## config.mk

```make
export PLATFORM = sky130hd
export DESIGN_NAME = amux_bus_arbiter
export DESIGN_NICKNAME = d
export VERILOG_FILES = /design/src/rtl/amux_arb_pkg.sv /design/src/rtl/amux_bus_fsm.sv /design/src/rtl/amux_bus_arbiter.sv
export SDC_FILE = /design/constraint.sdc
export NUM_CORES = 1
export LEC_CHECK = 0
export BUFFER_PORTS_ARGS = -buffer_cell sky130_fd_sc_hd__buf_2
export CAP_MARGIN = 0
export CORE_MARGIN = 3
export CORE_UTILIZATION = 45
export DETAILED_ROUTE_END_ITERATION = 16
export PLACE_DENSITY = 0.72
export RECOVER_POWER = 50
export SYNTH_ARGS = -nofsm -noshare
export SYNTH_HDL_FRONTEND = slang
export SYNTH_SLANG_ARGS = --single-unit
```

## constraint.sdc

```tcl
create_clock -name clk -period 3.2 [get_ports clk]
set_input_delay 0.96 -clock clk [delete_from_list [all_inputs] [get_ports clk]]
set_output_delay 0.96 -clock clk [all_outputs]
set_load 0.01 [all_outputs]
```

## src/rtl/amux_arb_pkg.sv

```systemverilog
// Shared types for the analog mux bus arbiter: per-bus FSM states and the
// round-robin winner selection used by each bus.
package amux_arb_pkg;

  localparam int RR_MAX_REQ = 16;
  localparam int RR_IDX_W   = 4;

  typedef enum logic [1:0] {
    ST_IDLE  = 2'd0,
    ST_MAKE  = 2'd1,
    ST_OWNED = 2'd2,
    ST_BREAK = 2'd3
  } bus_state_e;

  typedef struct packed {
    logic                valid;
    logic [RR_IDX_W-1:0] idx;
  } rr_pick_t;

  // First set bit of req searching from last+1 upward, wrapping at n_req.
  // The loop runs downward so the nearest candidate is the final write.
  function automatic rr_pick_t rr_pick(input logic [RR_MAX_REQ-1:0] req,
                                       input logic [RR_IDX_W-1:0]   last,
                                       input int                    n_req);
    rr_pick_t            res;
    int                  cand;
    logic [RR_IDX_W-1:0] cidx;
    res = '0;
    for (int k = RR_MAX_REQ; k >= 1; k--) begin
      if (k <= n_req) begin
        cand = (int'(last) + k) % n_req;
        cidx = cand[RR_IDX_W-1:0];
        if (req[cidx]) begin
          res.valid = 1'b1;
          res.idx   = cidx;
        end
      end
    end
    return res;
  endfunction

endpackage

```

## src/rtl/amux_bus_fsm.sv

```systemverilog
// One analog-mux bus: round-robin arbitration, make (settle) phase, ownership
// and break-before-make dead time. Outputs decode from registered state/owner.
module amux_bus_fsm
  import amux_arb_pkg::*;
#(
  parameter int N_REQ      = 4,
  parameter int SETTLE_CYC = 8,
  parameter int BBM_CYC    = 4
) (
  input  logic             clk,
  input  logic             resetn,
  input  logic             amux_off,
  input  logic [N_REQ-1:0] req,
  input  logic [N_REQ-1:0] excl_mask,
  output logic [N_REQ-1:0] sw_en,
  output logic [N_REQ-1:0] grant,
  output logic [N_REQ-1:0] pick,
  output logic             busy
);

  localparam int IDX_W   = $clog2(N_REQ);
  localparam int CNT_MAX = (SETTLE_CYC > BBM_CYC) ? SETTLE_CYC : BBM_CYC;
  localparam int CNT_W   = $clog2(CNT_MAX + 1);

  localparam logic [CNT_W-1:0] SETTLE_LAST = CNT_W'(SETTLE_CYC - 1);
  localparam logic [CNT_W-1:0] BBM_LAST    = CNT_W'(BBM_CYC - 1);
  localparam logic [CNT_W-1:0] CNT_TOP     = CNT_W'(CNT_MAX);

  bus_state_e           state_reg, state_next;
  logic [IDX_W-1:0]     owner_reg, owner_next;
  logic [IDX_W-1:0]     last_reg, last_next;
  logic [CNT_W-1:0]     cnt_reg, cnt_next;

  logic [RR_MAX_REQ-1:0] elig;
  rr_pick_t              pick_res;
  logic [IDX_W-1:0]      pick_idx;
  logic                  arb_en;
  logic                  owner_lost;

  assign elig     = RR_MAX_REQ'(req & ~excl_mask);
  assign pick_res = rr_pick(elig, RR_IDX_W'(last_reg), N_REQ);
  assign pick_idx = IDX_W'(pick_res.idx);
  assign arb_en   = (state_reg == ST_IDLE) && !amux_off && pick_res.valid;
  // Power-down or the owner letting go both end the connection the same way.
  assign owner_lost = amux_off || !req[owner_reg];

  always_ff @(posedge clk or negedge resetn) begin
    if (!resetn) begin
      state_reg <= ST_IDLE;
      owner_reg <= '0;
      last_reg  <= IDX_W'(N_REQ - 1);
      cnt_reg   <= '0;
    end else begin
      state_reg <= state_next;
      owner_reg <= owner_next;
      last_reg  <= last_next;
      cnt_reg   <= cnt_next;
    end
  end

  always_comb begin
    state_next = state_reg;
    owner_next = owner_reg;
    last_next  = last_reg;
    cnt_next   = (cnt_reg == CNT_TOP) ? cnt_reg : cnt_reg + 1'b1;
    case (state_reg)
      ST_IDLE: begin
        if (arb_en) begin
          state_next = ST_MAKE;
          owner_next = pick_idx;
          cnt_next   = '0;
        end
      end
      ST_MAKE: begin
        if (owner_lost) begin
          state_next = ST_BREAK;
          last_next  = owner_reg;
          cnt_next   = '0;
        end else if (cnt_reg == SETTLE_LAST) begin
          state_next = ST_OWNED;
          cnt_next   = '0;
        end
      end
      ST_OWNED: begin
        if (owner_lost) begin
          state_next = ST_BREAK;
          last_next  = owner_reg;
          cnt_next   = '0;
        end
      end
      ST_BREAK: begin
        if (cnt_reg == BBM_LAST) begin
          state_next = ST_IDLE;
          cnt_next   = '0;
        end
      end
      default: state_next = ST_IDLE;
    endcase
  end

  generate
    for (genvar gi = 0; gi < N_REQ; gi++) begin : g_dec
      assign sw_en[gi] = ((state_reg == ST_MAKE) || (state_reg == ST_OWNED)) &&
                         (owner_reg == IDX_W'(gi));
      assign grant[gi] = (state_reg == ST_OWNED) && (owner_reg == IDX_W'(gi));
      assign pick[gi]  = arb_en && (pick_idx == IDX_W'(gi));
    end
  endgenerate

  assign busy = (state_reg != ST_IDLE);

endmodule

```

## src/rtl/amux_bus_arbiter.sv

```systemverilog
// Arbiter for the two shared analog mux buses. Each bus runs its own FSM; a pad
// already switched onto one bus (or picked by bus A this cycle) is hidden from the other.
module amux_bus_arbiter #(
  parameter int N_REQ      = 4,
  parameter int SETTLE_CYC = 8,
  parameter int BBM_CYC    = 4
) (
  input  logic             clk,
  input  logic             resetn,
  input  logic             amux_off,
  input  logic [N_REQ-1:0] req_a,
  input  logic [N_REQ-1:0] req_b,
  output logic [N_REQ-1:0] grant_a,
  output logic [N_REQ-1:0] grant_b,
  output logic [N_REQ-1:0] sw_a_en,
  output logic [N_REQ-1:0] sw_b_en,
  output logic             busy_a,
  output logic             busy_b
);

  logic [N_REQ-1:0] pick_a;
  logic [N_REQ-1:0] pick_b_unused;
  logic [N_REQ-1:0] mask_b;

  // Bus A wins a same-cycle tie, so its fresh pick is masked out of bus B.
  assign mask_b = sw_a_en | pick_a;

  amux_bus_fsm #(
    .N_REQ      (N_REQ),
    .SETTLE_CYC (SETTLE_CYC),
    .BBM_CYC    (BBM_CYC)
  ) u_bus_a (
    .clk       (clk),
    .resetn    (resetn),
    .amux_off  (amux_off),
    .req       (req_a),
    .excl_mask (sw_b_en),
    .sw_en     (sw_a_en),
    .grant     (grant_a),
    .pick      (pick_a),
    .busy      (busy_a)
  );

  amux_bus_fsm #(
    .N_REQ      (N_REQ),
    .SETTLE_CYC (SETTLE_CYC),
    .BBM_CYC    (BBM_CYC)
  ) u_bus_b (
    .clk       (clk),
    .resetn    (resetn),
    .amux_off  (amux_off),
    .req       (req_b),
    .excl_mask (mask_b),
    .sw_en     (sw_b_en),
    .grant     (grant_b),
    .pick      (pick_b_unused),
    .busy      (busy_b)
  );

endmodule

```

### Word level (Yosys, flattened, before mapping)

Cells that the tools add are included.

* flip-flop bits (word level): 20
* latch bits: 0
* RAM bits: 0
* memory bits (read-only): 0
* word-level logic and storage cells: 178
* memories: 0

* add/sub/neg operators: 10
* $mul: 0
* divide/modulo/power cells: 0
* $lt $le $gt $ge: 10
* eq/ne operators: 29
* shift-type cells: 0
* multiplexer cells: 54
* bitwise gates (word level): 13
* reductions and logical operators: 54

Operators with widths (number)
* two-way mux 4 bit: 12
* < comparator 4 x 5 -> 1 bit, second input constant: 8
* two-way mux 5 bit: 8
* AND 4 x 16 -> 16 bit: 2
* NOT 4 -> 16 bit: 2
* case mux 4 bit (4 select lines): 2
* binary-select mux 1 bit (select 3 bit): 8
* logical AND 1 bit: 24
* equality test 2 bit, second input constant: 10
* two-way mux 2 bit: 10
* OR reduction 2 bit: 10
* case mux 2 bit (4 select lines): 2
* inequality test 2 x 1 -> 1 bit, second input constant: 6
* equality test 2 x 1 -> 1 bit, second input constant: 5
* logical NOT 2 bit: 5
* two-way mux 1 bit: 10
* adder 2 x 1 -> 2 bit, second input constant: 4
* adder 2 bit, second input constant: 4
* adder 4 x 1 -> 4 bit, second input constant: 2
* AND 1 bit, first input constant: 8
* equality test 4 x 2 -> 1 bit, second input constant: 2
* equality test 4 x 3 -> 1 bit, second input constant: 2
* equality test 4 bit, second input constant: 2
* AND reduction 2 bit: 4
* other kinds (8): 18

### Logic depth before layout (Yosys ltp)

Gate-level depths: netlist of run 1.

* word-level depth: 25
* depth in mapped cells: 10

### Hierarchy

From an unflattened synthesis of run 1, not the netlist that was laid out.

* cell total of the unflattened synthesis: 208
* area, all modules: 1779.2 sq um

By module, submodules not included
* amux_bus_fsm: times used 2, cells an instance 102, area an instance 877.1 sq um, sequential area each 252.7 sq um
* amux_bus_arbiter: times used 1, cells an instance 4, area an instance 25.0 sq um, sequential area each 0.0 sq um

### Worst setup path before layout of run 1

No wires, ideal clock.

* path kind: input port to flip-flop
* from: input req_a[3]
* to: register u_bus_b.state_reg[1]
* setup time: 0.125 ns
* arrival time: 2.833 ns
* setup slack: 0.243 ns
* stages on the path: 8
* path buffers: 1
* cell sequence: clkbuf_1 > mux2_2 > o22a_1 > a32o_1 > and3_1 > a31o_2 > a31oi_1 > mux2_2

* longest elaborated chain between the ends: 21
* elaborated cells on any way between the ends: 40
* those cells by class: eq/ne: 4; mux: 24; bitwise: 4; reduce/logical: 8

RTL lines
* from (decl): RTL line amux_bus_arbiter.sv:11 `input logic [N_REQ-1:0] req_a,`
* AND 4 x 16 -> 16 bit (*): RTL line amux_bus_fsm.sv:40 `assign elig = RR_MAX_REQ'(req & ~excl_mask);`
* binary-select mux 1 bit (select 3 bit): RTL line amux_arb_pkg.sv:33 `if (req[cidx]) begin`
* two-way mux 1 bit (not written as such): RTL line amux_arb_pkg.sv:33
* two-way mux 5 bit (3 in series): RTL line amux_arb_pkg.sv:33
* two-way mux 5 bit (*): RTL line amux_arb_pkg.sv:33
* equality test 2 x 1 -> 1 bit (tied with other cells): RTL line amux_bus_fsm.sv:106 `assign pick[gi] = arb_en && (pick_idx == IDX_W'(gi));`
* logical AND 1 bit: RTL line amux_bus_fsm.sv:106
* bitwise OR 4 bit (*): RTL line amux_bus_arbiter.sv:26 `assign mask_b = sw_a_en | pick_a;`
* NOT 4 -> 16 bit (*): RTL line amux_bus_fsm.sv:40
* AND 4 x 16 -> 16 bit (*): RTL line amux_bus_fsm.sv:40
* binary-select mux 1 bit (select 3 bit): RTL line amux_arb_pkg.sv:33
* two-way mux 1 bit (not written as such): RTL line amux_arb_pkg.sv:33
* two-way mux 5 bit (3 in series): RTL line amux_arb_pkg.sv:33
* two-way mux 5 bit (*): RTL line amux_arb_pkg.sv:33
* logical AND 1 bit (*): RTL line amux_bus_fsm.sv:43 `assign arb_en = (state_reg == ST_IDLE) && !amux_off && pick_res.valid;`
* inequality test 2 x 1 -> 1 bit (no source line) (*)
* AND reduction 4 bit (no source line) (*)
* to (signal assigned): RTL line amux_bus_fsm.sv:54 `state_reg <= state_next;`
* to (decl): RTL line amux_bus_fsm.sv:29 `bus_state_e state_reg, state_next;`

Every way passes the cells marked *; elsewhere a longest branch is shown, timed or not. The select of a mux whose other input is x is not followed.
A chain may end at the register's enable or synchronous reset.

### Worst setup path in the final report of run 1

* from: register u_bus_b.state_reg[1]
* to: register u_bus_b.owner_reg[0]

* longest elaborated chain between the ends: 24
* elaborated cells on any way between the ends: 49
* those cells by class: eq/ne: 5; mux: 24; bitwise: 5; reduce/logical: 15

RTL lines
* equality test 2 x 1 -> 1 bit or equality test 2 bit (tied branches): RTL line amux_bus_fsm.sv:103 `assign sw_en[gi] = ((state_reg == ST_MAKE) || (state_reg == ST_OWNED)) &&`
* logical OR 1 bit: RTL line amux_bus_fsm.sv:103
* logical AND 1 bit: RTL line amux_bus_fsm.sv:103
* NOT 4 -> 16 bit: RTL line amux_bus_fsm.sv:40
* AND 4 x 16 -> 16 bit: RTL line amux_bus_fsm.sv:40
* binary-select mux 1 bit (select 3 bit): RTL line amux_arb_pkg.sv:33
* two-way mux 1 bit (not written as such): RTL line amux_arb_pkg.sv:33
* two-way mux 5 bit (4 in series): RTL line amux_arb_pkg.sv:33
* [2 not listed]
* bitwise OR 4 bit: RTL line amux_bus_arbiter.sv:26
* NOT 4 -> 16 bit: RTL line amux_bus_fsm.sv:40
* AND 4 x 16 -> 16 bit: RTL line amux_bus_fsm.sv:40
* binary-select mux 1 bit (select 3 bit): RTL line amux_arb_pkg.sv:33
* two-way mux 1 bit (not written as such): RTL line amux_arb_pkg.sv:33
* two-way mux 5 bit (4 in series): RTL line amux_arb_pkg.sv:33
* logical AND 1 bit: RTL line amux_bus_fsm.sv:43
* AND reduction 2 bit (no source line)
* to (signal assigned): RTL line amux_bus_fsm.sv:55 `owner_reg <= owner_next;`
* to (decl): RTL line amux_bus_fsm.sv:30 `logic [IDX_W-1:0] owner_reg, owner_next;`

Parallel ways exist; a longest one is shown, timed or not. The select of a mux whose other input is x is not followed.

==> run_results.csv, run 1 <==
group,metric,value,unit
critical_path,r2r_cells,10,
critical_path,critPathCaptureType,"flip-flop",
global_route,grt_pass1_wl,7940,µm
timing,rsz0062_at_grt,"no",
cells_and_area,antenna_cells,0,
detailed_routing,drt_iter0_drc,136,
critical_path,arrival,3.21,ns
cells_and_area,final_nets,294,
detailed_routing,vias,1877,
synthesis,synth_seq_cells,20,
timing,hold_violations,0,
global_route,use_met2,28.5,%
worst_hold_path,min_from,"u_bus_b.last_reg[0]$_DFFE_PN1P_",
pwr,peakVddDrop,0.000521,V
timing,relSlewSlack,27.1,%
global_route,antenna_found_initial,0,
clock_tree,tritoncts,"done",
placed_design,finalWeightedCongestion,1.04,
timing,timing.final.crit_period,3.05,ns
detailed_routing,firstDrtPassIters,5,
synthesis,ys_seq_area_share,25.9,%
run_status,status,"completed",
pwr,finalPower,0.00231,W
critical_path,timing.rr.start,"u_bus_b.state_reg[1]$_DFFE_PN0P_",
global_route,grt-busiest-layer,"met1",
detailed_routing,routed_wl,4720,µm
timing,slew_violations,0,
die,die_y,71.9,µm
global_route,grt_max_degree,21,
synthesis,synth_edf_count,0,
synthesis,synth_nets,257,
clock_tree,clk_path_buf_depth,2,
timing,finalSetupTns,0,ns
timing,worstMarginPinSlew,1.09,ns
synthesis,async_reset_ff_share,100,%
synthesis,synth.distinct_cells,57,
synthesis,syn_area_per_cell,8.41,µm²
global_route,use_met3,1.82,%
cells_and_area,drive_above_1_share,22.4,%
cells_and_area,layout_common_cells,"inv_1, buf_2, nand2_1, nor2_1, dfrtp_1",
clock_tree,cts_buffers,3,
detailed_routing,antenna_left,0,
clock_tree,clk_latency,0.26,ns
placed_design,portBuffers,28,
worst_hold_path,min_path_type,"reg -> reg",
pwr,power.density,1020,nW/µm²
die,rows,23,
timing,fmax,328,MHz
placed_design,hpwl,3710,µm
clock_tree,cts-root-buf,"clkbuf_8",
clock_tree,postCtsSetupRepairBufs,0,
critical_path,r2r_slack,0.15,ns
synthesis,synthesis.instances,232,
die,core,4090,µm²
critical_path,r2r_end,"u_bus_b.owner_reg[0]$_DFFE_PN0P_",
job,maxCapViolCount,0,
die,die_x,71.9,µm
worst_hold_path,holdPathEnd,"u_bus_b.last_reg[0]$_DFFE_PN1P_",
timing,finalSetupViolations,0,
global_route,gr-usage-met1,28.5,%
synthesis,ys_dominant_reg_cell,"dfrtp_1",
placed_design,placed_area,2200,µm²
clock_tree,postCtsHoldBufs,0,
synthesis,netlist_area,1950,µm²
timing,finClkSkew,0.00328,ns
global_route,grt_pass1_vias,1686,
clock_tree,clk_pin_slew,0.08,ns
global_route,grt-ovfl-total,0,
timing,min_period_over_period,95.4,%
critical_path,path_class,"reg -> reg",
detailed_routing,wl_per_cell,14.8,µm
clock_tree,cts.sinks,20,
die,io_pins,29,
global_route,grt.total_usage,18.9,%
detailed_routing,drc,0,
critical_path,cp-start-kind,"flip-flop",
critical_path,critPathMaxFanout,9,
clock_tree,cts_resized,0,
die,dieArea,5160,µm²
critical_path,crit_required,3.35,ns
clock_tree,cts_max_level,1,
cells_and_area,design_area,2260,µm²
pwr,p_leak,1.06,nW
cells_and_area,syn2layout_area_growth,15.7,%
detailed_routing,viasPerCell,5.90,
worst_hold_path,min_path_cells,2,
die,start_util,47.8,%
synthesis,synth_warnings,0,
[where the power goes]
group | leakage [nW] | internal, W | total, W | switching, W
registers | 0.243 | 0.000382 | 0.000552 | 0.000170
logic | 0.783 | 0.000666 | 0.00150 | 0.000833
clock network | 0.0357 | 0.000167 | 0.000258 | 0.0000906
total | 1.06 | 0.00121 | 0.00231 | 0.00109
[Yosys cell counts (2+ instances only)]
master,n,share of area (%)
and3_1,5,1.6
a311oi_1,2,0.90
xnor2_1,4,1.8
nand2b_1,11,3.5
a211oi_2,2,1.3
and2_1,6,1.9
nand2_1,20,3.8
nand3_2,2,1.0
buf_6,2,1.2
mux4_2,2,2.3
mux2_2,6,3.5
dfrtp_1,16,21
a32oi_1,2,0.90
a21o_1,4,1.5
and3b_1,2,0.90
dfstp_2,4,5.4
nor2_1,16,3.1
o21ai_0,9,2.3
nor3b_1,5,1.9
nand3_1,9,2.3
o22a_1,3,1.3
clkbuf_1,3,0.58
a31o_2,2,0.90
inv_1,24,4.6
ha_1,14,9.0
a31oi_1,3,0.96
buf_2,2,0.51
a211oi_1,4,1.5
a211o_1,2,0.90
a21oi_1,12,3.1
nand3b_1,5,1.9
nor2b_1,2,0.64
o21bai_1,3,1.2
[routing by layer]
layer  share of wire (%)  wire [µm]
met5                   0          0
met4                 1.3         61
met3                 7.9        374
met2                  43       2040
met1                  48       2240
[layout make-up]
class	count	area [µm²]
well taps	50	62.6
multi-input cells	180	1310
inverters	24	90.1
clock inverters	1	30.0
clock buffers	3	41.3
flip-flops and latches	20	505
repair buffers	40	221
fillers	390	1830
[how the worst max path moves through the flow]
stage,start,slack [ns],depth (start not counted),end
2_1_floorplan,req_a[3],0.24,8,u_bus_b.state_reg[1]$_DFFE_PN0P_
3_3_place_gp,req_a[0],0.15,8,u_bus_b.state_reg[1]$_DFFE_PN0P_
3_5_place_dp,req_a[0],0.1,8,u_bus_b.state_reg[1]$_DFFE_PN0P_
4_1_cts,u_bus_b.state_reg[1]$_DFFE_PN0P_,0.20,10,u_bus_b.owner_reg[0]$_DFFE_PN0P_
5_1_grt,u_bus_b.state_reg[1]$_DFFE_PN0P_,0.006,9,u_bus_b.state_reg[1]$_DFFE_PN0P_
6_report,u_bus_b.state_reg[1]$_DFFE_PN0P_,0.15,10,u_bus_b.owner_reg[0]$_DFFE_PN0P_
[worst max-delay path, stage by stage (launching register included)]
cell and delay [ns]:
dfrtp_1 0.40, inv_1 0.11, ha_1 0.49, nand2_1 0.14, a2111oi_2 0.51, a311oi_4 0.14
buf_4 0.19, a211oi_1 0.36, o31ai_1 0.11, o32a_1 0.32, o22a_1 0.18
[cells by family (layout without fill, tap and decap cells)]
kind of cell	after synthesis	in the layout	synth area share (%)
DFF	20	20	25.9
muxes	9	9	6.28
AOI/OAI and AO/OA	64	64	25.1
xor gates and xnor gates	5	5	2.24
adders and majority gates	14	14	8.97
and+or+nand+nor	88	88	24.4
buffers and inverters	32	68	7.12
[through the flow]
| step | utilization, % | setup WS [ns] | std cells | hold slack, ns |
|---|---|---|---|---|
| finish | 55.3 | 0.147 | 318 | 0.566 |
| global route | 55.3 | 0.00638 | 318 | 0.585 |
| CTS | 55.5 | 0.198 | 318 | 0.552 |
| detailed placement | 53.7 | 0.0964 | 314 | 0.539 |
| global placement | 53.7 | 0.149 | 314 | 0.531 |
| floorplan | - | 0.243 | 232 | 0.500 |
No activity file was read; power rests on OpenSTA's default activity.
==> inputs of run 2 (changes only) <==
--- a/config.mk
+++ b/config.mk
@@ -11,7 +11,6 @@
 export CORE_UTILIZATION = 45
 export DETAILED_ROUTE_END_ITERATION = 16
 export PLACE_DENSITY = 0.72
-export RECOVER_POWER = 50
 export SYNTH_ARGS = -nofsm -noshare
 export SYNTH_HDL_FRONTEND = slang
 export SYNTH_SLANG_ARGS = --single-unit
==> run 2 against run 1 <==
Compared with the run above:
- register-to-register slack barely moved
- sequential power about the same
- non-clock buffer count unchanged
- hold slack worse by 0.0020 ns
- combinational power about the same
- fmax rose by 0.48%
- via count up 0.48%
- critical path depth unchanged
- design area is 0.39% higher
- first-iteration DRC count grew 5.9%
- worst setup slack improved by 0.015 ns
- count of clock-buffer cells in the layout did not move
- critical path type unchanged
- highest routed layer unchanged
==> run_results.csv, run 2 (synthesis gave the netlist of run 1 again) <==
group,metric,value,unit
cells_and_area,fillCellCount,385,
clock_tree,cts.sinks,20,
pwr,power.density,1020,nW/µm²
cells_and_area,antenna_cells,0,
clock_tree,clk_pin_slew,0.08,ns
pwr,p_sw,0.00109,W
critical_path,crit_required,3.35,ns
run_status,status,"completed",
job,maxCapViolCount,0,
die,die_y,71.9,µm
cells_and_area,finalNonFillerCells,318,
global_route,grt_max_degree,21,
pwr,p_leak,1.08,nW
clock_tree,clk_latency,0.26,ns
placed_design,finalWeightedCongestion,1.04,
detailed_routing,antenna_left,0,
cells_and_area,final_nets,294,
clock_tree,cts-root-buf,"clkbuf_8",
placed_design,placed_area,2200,µm²
clock_tree,cts_buffers,3,
timing,fmax,329,MHz
pwr,power_frac_seq,23.8,%
clock_tree,clk_path_buf_depth,2,
detailed_routing,drt_iter0_drc,144,
cells_and_area,drive_above_1_share,24.3,%
clock_tree,cts_resized,0,
die,dieArea,5160,µm²
detailed_routing,drc,0,
timing,timing.final.crit_period,3.04,ns
clock_tree,tritoncts,"done",
placed_design,hpwl,3710,µm
critical_path,critPathMaxFanout,9,
clock_tree,postCtsHoldBufs,0,
cells_and_area,design_area,2270,µm²
critical_path,path_class,"reg -> reg",
global_route,grt-ovfl-total,0,
critical_path,cp-start-kind,"flip-flop",
timing,rsz0062_at_grt,"no",
global_route,grt_pass1_wl,7940,µm
placed_design,dp.cells,314,
die,die_x,71.9,µm
clock_tree,cts_max_level,1,
pwr,peakVddDrop,0.000520,V
pwr,power_frac_clock,11.2,%
timing,finalSetupViolations,0,
detailed_routing,firstDrtPassIters,5,
worst_hold_path,min_path_type,"reg -> reg",
critical_path,path_cells,"inv_1 -> ha_1 -> nand2_1 -> a2111oi_2 -> a311oi_4 -> buf_4 -> a211oi_1 -> o31ai_1 -> o32a_1 -> o22a_1",
critical_path,crit_slowest_cell,"a2111oi_2",
timing,hold_violations,0,
timing,min_period_over_period,95.0,%
global_route,grt_pass1_vias,1686,
cells_and_area,syn2layout_area_growth,16.2,%
critical_path,critPathCaptureType,"flip-flop",
cells_and_area,final_common_cell,"buf_2",
detailed_routing,viasPerCell,5.93,
pwr,netSwitchingFraction,47.2,%
timing,worstMarginPinSlew,0.668,ns
global_route,antenna_found_initial,0,
placed_design,portBuffers,28,
detailed_routing,routed_wl,4740,µm
die,io_pins,29,
critical_path,r2r_slack,0.16,ns
cells_and_area,layout_common_cells,"buf_2, inv_1, nand2_1, nor2_1, dfrtp_1",
detailed_routing,wl_per_cell,14.9,µm
clock_tree,postCtsSetupRepairBufs,0,
timing,slew_violations,0,
timing,relSlewSlack,55.2,%
pwr,power.internal,0.00122,W
pwr,combPwrFrac,65.0,%
die,rows,23,
timing,finClkSkew,0.00142,ns
timing,finalSetupTns,0,ns
die,core,4090,µm²
critical_path,arrival,3.19,ns
critical_path,critical_path.max_stage_delay,0.51,ns
die,start_util,47.8,%
detailed_routing,vias,1886,
global_route,grt.total_usage,18.9,%
==> run 2: worst paths after layout <==
check                                                 start                                to  cells after the start
min in group asynchronous                            resetn  u_bus_a.state_reg[1]$_DFFE_PN0P_                      1
min reg2reg                 u_bus_b.last_reg[0]$_DFFE_PN1P_   u_bus_b.last_reg[0]$_DFFE_PN1P_                      2
max                        u_bus_b.state_reg[1]$_DFFE_PN0P_  u_bus_b.owner_reg[0]$_DFFE_PN0P_                     10
max reg2reg                u_bus_b.state_reg[1]$_DFFE_PN0P_  u_bus_b.owner_reg[0]$_DFFE_PN0P_                     10
max in group asynchronous                            resetn   u_bus_a.last_reg[1]$_DFFE_PN1P_                      1
min                         u_bus_b.last_reg[0]$_DFFE_PN1P_   u_bus_b.last_reg[0]$_DFFE_PN1P_                      2
==> run 2: critical path, delay by kind of cell, from the launching register on <==
family          cells  cell delay [ns]
simple gates        1             0.14
flops               1             0.40
fa+ha+maj           1             0.48
buf+inv             2             0.30
compound gates      6             1.62
==> run 2: power by group through the flow <==
stage	Combinational (W)	Clock, W	Sequential, W
3_5_place_dp	0.00149	0	0.000552
5_1_grt	0.00167	0.000271	0.000572
4_1_cts	0.00150	0.000262	0.000548
3_3_place_gp	0.00148	0	0.000551
2_1_floorplan	0.00116	0	0.000455
6_report	0.00150	0.000259	0.000550
==> run 2: layout make-up <==
type / instances / area, µm² / area share (%)
clock buffer: 3 / 41.3 / 1.82
multi-input combinational: 180 / 1310 / 57.7
inverter: 24 / 90.1 / 3.97
tap: 50 / 62.6 / 2.76
clock inverter: 1 / 30.0 / 1.32
sequential: 20 / 505 / 22.3
timing repair buffer: 40 / 230 / 10.2
==> run 2: through the flow <==
step / total power, W / utilization, % / hold slack (ns) / setup slack, ns
after global placement: 0.00203 / 53.7 / 0.531 / 0.149
after floorplan: 0.00162 / - / 0.500 / 0.243
after CTS: 0.00231 / 55.5 / 0.552 / 0.198
final: 0.00231 / 55.5 / 0.564 / 0.161
after global routing: 0.00251 / 55.5 / 0.583 / 0.00638
after detailed placement: 0.00204 / 53.7 / 0.539 / 0.0964
==> run 2: routing by layer <==
metal / GRT usage, % / routed length (µm) / up-vias
li1: - / - / 907
met1: 28.5 / 2240 / 875
met2: 28.5 / 2040 / 94
met3: 1.82 / 389 / 10
met4: 5.43 / 70 / 0
met5: 0 / 0 / -
==> inputs of run 3 (changes only) <==
--- a/config.mk
+++ b/config.mk
@@ -7,10 +7,12 @@
 export LEC_CHECK = 0
 export BUFFER_PORTS_ARGS = -buffer_cell sky130_fd_sc_hd__buf_2
 export CAP_MARGIN = 0
+export CELL_PAD_IN_SITES_DETAIL_PLACEMENT = 1
+export CELL_PAD_IN_SITES_GLOBAL_PLACEMENT = 1
 export CORE_MARGIN = 3
-export CORE_UTILIZATION = 45
+export CORE_UTILIZATION = 43
 export DETAILED_ROUTE_END_ITERATION = 16
-export PLACE_DENSITY = 0.72
+export PLACE_DENSITY = 0.87
 export SYNTH_ARGS = -nofsm -noshare
 export SYNTH_HDL_FRONTEND = slang
 export SYNTH_SLANG_ARGS = --single-unit
==> run 3 against run 2 <==
Compared with the run above:
- clock power decreased by 24%
- wire length increased by 18%
- die area increased by 4.3%
- non-clock buffer count decreased by 2
- first-iteration DRC count decreased by 39%
- design area decreased by 0.99%
- sequential power increased by 0.9%
- critical endpoint unchanged
- largest power group unchanged
==> run_results.csv, run 3 (synthesis gave the netlist of run 1 again) <==
group,metric,value,unit
detailed_routing,vias,1907,
critical_path,crit_slowest_cell,"a2111oi_2",
timing,worstMarginPinSlew,0.808,ns
die,core,4170,µm²
placed_design,finalWeightedCongestion,0.933,
clock_tree,cts_max_level,1,
critical_path,crit_path_start,"u_bus_b.state_reg[1]$_DFFE_PN0P_",
cells_and_area,layout_common_cells,"buf_2, inv_1, nand2_1, nor2_1, dfrtp_1",
clock_tree,cts.sinks,20,
global_route,grt-ovfl-total,0,
timing,finalSetupViolations,0,
die,io_pins,29,
timing,timing.final.crit_period,3.03,ns
global_route,antenna_found_initial,0,
critical_path,crit_path_end,"u_bus_b.owner_reg[0]$_DFFE_PN0P_",
critical_path,critPathMaxFanout,8,
detailed_routing,antenna_left,0,
timing,fmax,330,MHz
die,rows,23,
critical_path,r2r_end,"u_bus_b.owner_reg[0]$_DFFE_PN0P_",
run_status,status,"completed",
clock_tree,postCtsSetupRepairBufs,0,
die,die_x,73.4,µm
detailed_routing,routed_wl,5610,µm
clock_tree,cts_buffers,3,
job,maxCapViolCount,0,
placed_design,hpwl,4250,µm
critical_path,cp-start-kind,"flip-flop",
cells_and_area,antenna_cells,0,
critical_path,path_cells,"inv_1 -> ha_1 -> nand2_1 -> a2111oi_2 -> a311oi_4 -> buf_4 -> a211oi_1 -> o31ai_1 -> o32a_1 -> o22a_1",
critical_path,crit_required,3.35,ns
timing,min_period_over_period,94.7,%
critical_path,path_class,"reg -> reg",
timing,finalSetupTns,0,ns
clock_tree,clk_latency,0.26,ns
die,dieArea,5380,µm²
clock_tree,cts-root-buf,"clkbuf_8",
detailed_routing,wl_per_cell,17.8,µm
detailed_routing,drt_iter0_drc,88,
critical_path,critPathCaptureType,"flip-flop",
cells_and_area,final_common_cell,"buf_2",
timing,finClkSkew,0.000964,ns
detailed_routing,firstDrtPassIters,4,
critical_path,r2r_cells,10,
die,start_util,46.8,%
detailed_routing,viasPerCell,6.03,
cells_and_area,finalNonFillerCells,316,
timing,relSlewSlack,45.6,%
cells_and_area,final_nets,292,
placed_design,dp.cells,312,
global_route,grt.total_usage,22.2,%
placed_design,portBuffers,28,
cells_and_area,syn2layout_area_growth,15.0,%
critical_path,arrival,3.18,ns
pwr,peakVddDrop,0.000481,V
clock_tree,clk_path_buf_depth,2,
die,die_y,73.4,µm
global_route,grt_max_degree,21,
detailed_routing,drc,0,
critical_path,timing.rr.start,"u_bus_b.state_reg[1]$_DFFE_PN0P_",
cells_and_area,fin_util,53.8,%
critical_path,critical_path.max_stage_delay,0.50,ns
critical_path,r2r_slack,0.17,ns
clock_tree,tritoncts,"done",
pwr,power.density,1030,nW/µm²
worst_hold_path,min_path_type,"reg -> reg",
timing,rsz0062_at_grt,"no",
pwr,p_leak,1.06,nW
timing,slew_violations,0,
cells_and_area,fillCellCount,516,
global_route,grt_pass1_wl,9370,µm
cells_and_area,drive_above_1_share,24.4,%
clock_tree,clk_pin_slew,0.08,ns
global_route,grt_pass1_vias,1953,
timing,hold_violations,0,
## run 3: cell types whose count changed in the layout (fill, tap and decap cells not counted), sizes merged
cell	delta
buf	-2
bufinv	-1
clkbuf	+1
## run 3: timing repair
action                                  in CTS  in global routing
endpoints found under the setup margin       0                  3
gates resized for setup                      0                  2
hold buffers                                 0                  0
## run 3: worst min path at each step
stage,start,to,slack [ns],depth (start not counted)
2_1_floorplan,u_bus_b.last_reg[0]$_DFFE_PN1P_,u_bus_b.last_reg[0]$_DFFE_PN1P_,0.50,2
3_3_place_gp,u_bus_b.last_reg[0]$_DFFE_PN1P_,u_bus_b.last_reg[0]$_DFFE_PN1P_,0.53,2
3_5_place_dp,u_bus_b.last_reg[0]$_DFFE_PN1P_,u_bus_b.last_reg[0]$_DFFE_PN1P_,0.54,2
4_1_cts,u_bus_b.last_reg[0]$_DFFE_PN1P_,u_bus_b.last_reg[0]$_DFFE_PN1P_,0.55,2
5_1_grt,u_bus_b.last_reg[0]$_DFFE_PN1P_,u_bus_b.last_reg[0]$_DFFE_PN1P_,0.58,2
6_report,u_bus_b.last_reg[0]$_DFFE_PN1P_,u_bus_b.last_reg[0]$_DFFE_PN1P_,0.55,2
## run 3: cell type report
class                           count  area (µm²)  area share, %
Multi-Input combinational cell    180        1320           58.6
Sequential cell                    20         505           22.5
Timing Repair Buffer               38         215           9.59
Inverter                           24        90.1           4.01
Tap cell                           50        62.6           2.79
Clock buffer                        4        55.1           2.45
## run 3: where the power goes
part	internal, W	switching (W)
sequential	0.000382	0.000173
clock	0.000110	0.0000885
combinational	0.000676	0.000891
## run 3: critical path: cells and delay by family (launching register included)
kind	cells	cell delay, ns
compound gates	6	1.56
fa+ha+maj	1	0.49
buf+inv	2	0.28
flops	1	0.42
simple gates	1	0.17
## run 3: through the flow
| step | area [µm²] | hold slack, ns | setup WS, ns | power [W] |
|---|---|---|---|---|
| after floorplan | 1950 | 0.500 | 0.243 | 0.00162 |
| after global placement | 2180 | 0.530 | 0.108 | 0.00203 |
| after detailed placement | 2180 | 0.537 | 0.0359 | 0.00209 |
| after CTS | 2240 | 0.549 | 0.0306 | 0.00232 |
| after global routing | 2240 | 0.582 | 0.00473 | 0.00254 |
| final | 2240 | 0.550 | 0.169 | 0.00232 |
## run 3: metal layers
metal / vias to the layer above / wire (µm) / global-route usage, %
met2: 54 / 2570 / 35.3
li1: 902 / - / -
met3: 15 / 266 / 3.01
met1: 936 / 2630 / 31.4
met4: 0 / 140 / 6.44
met5: - / 0 / 0
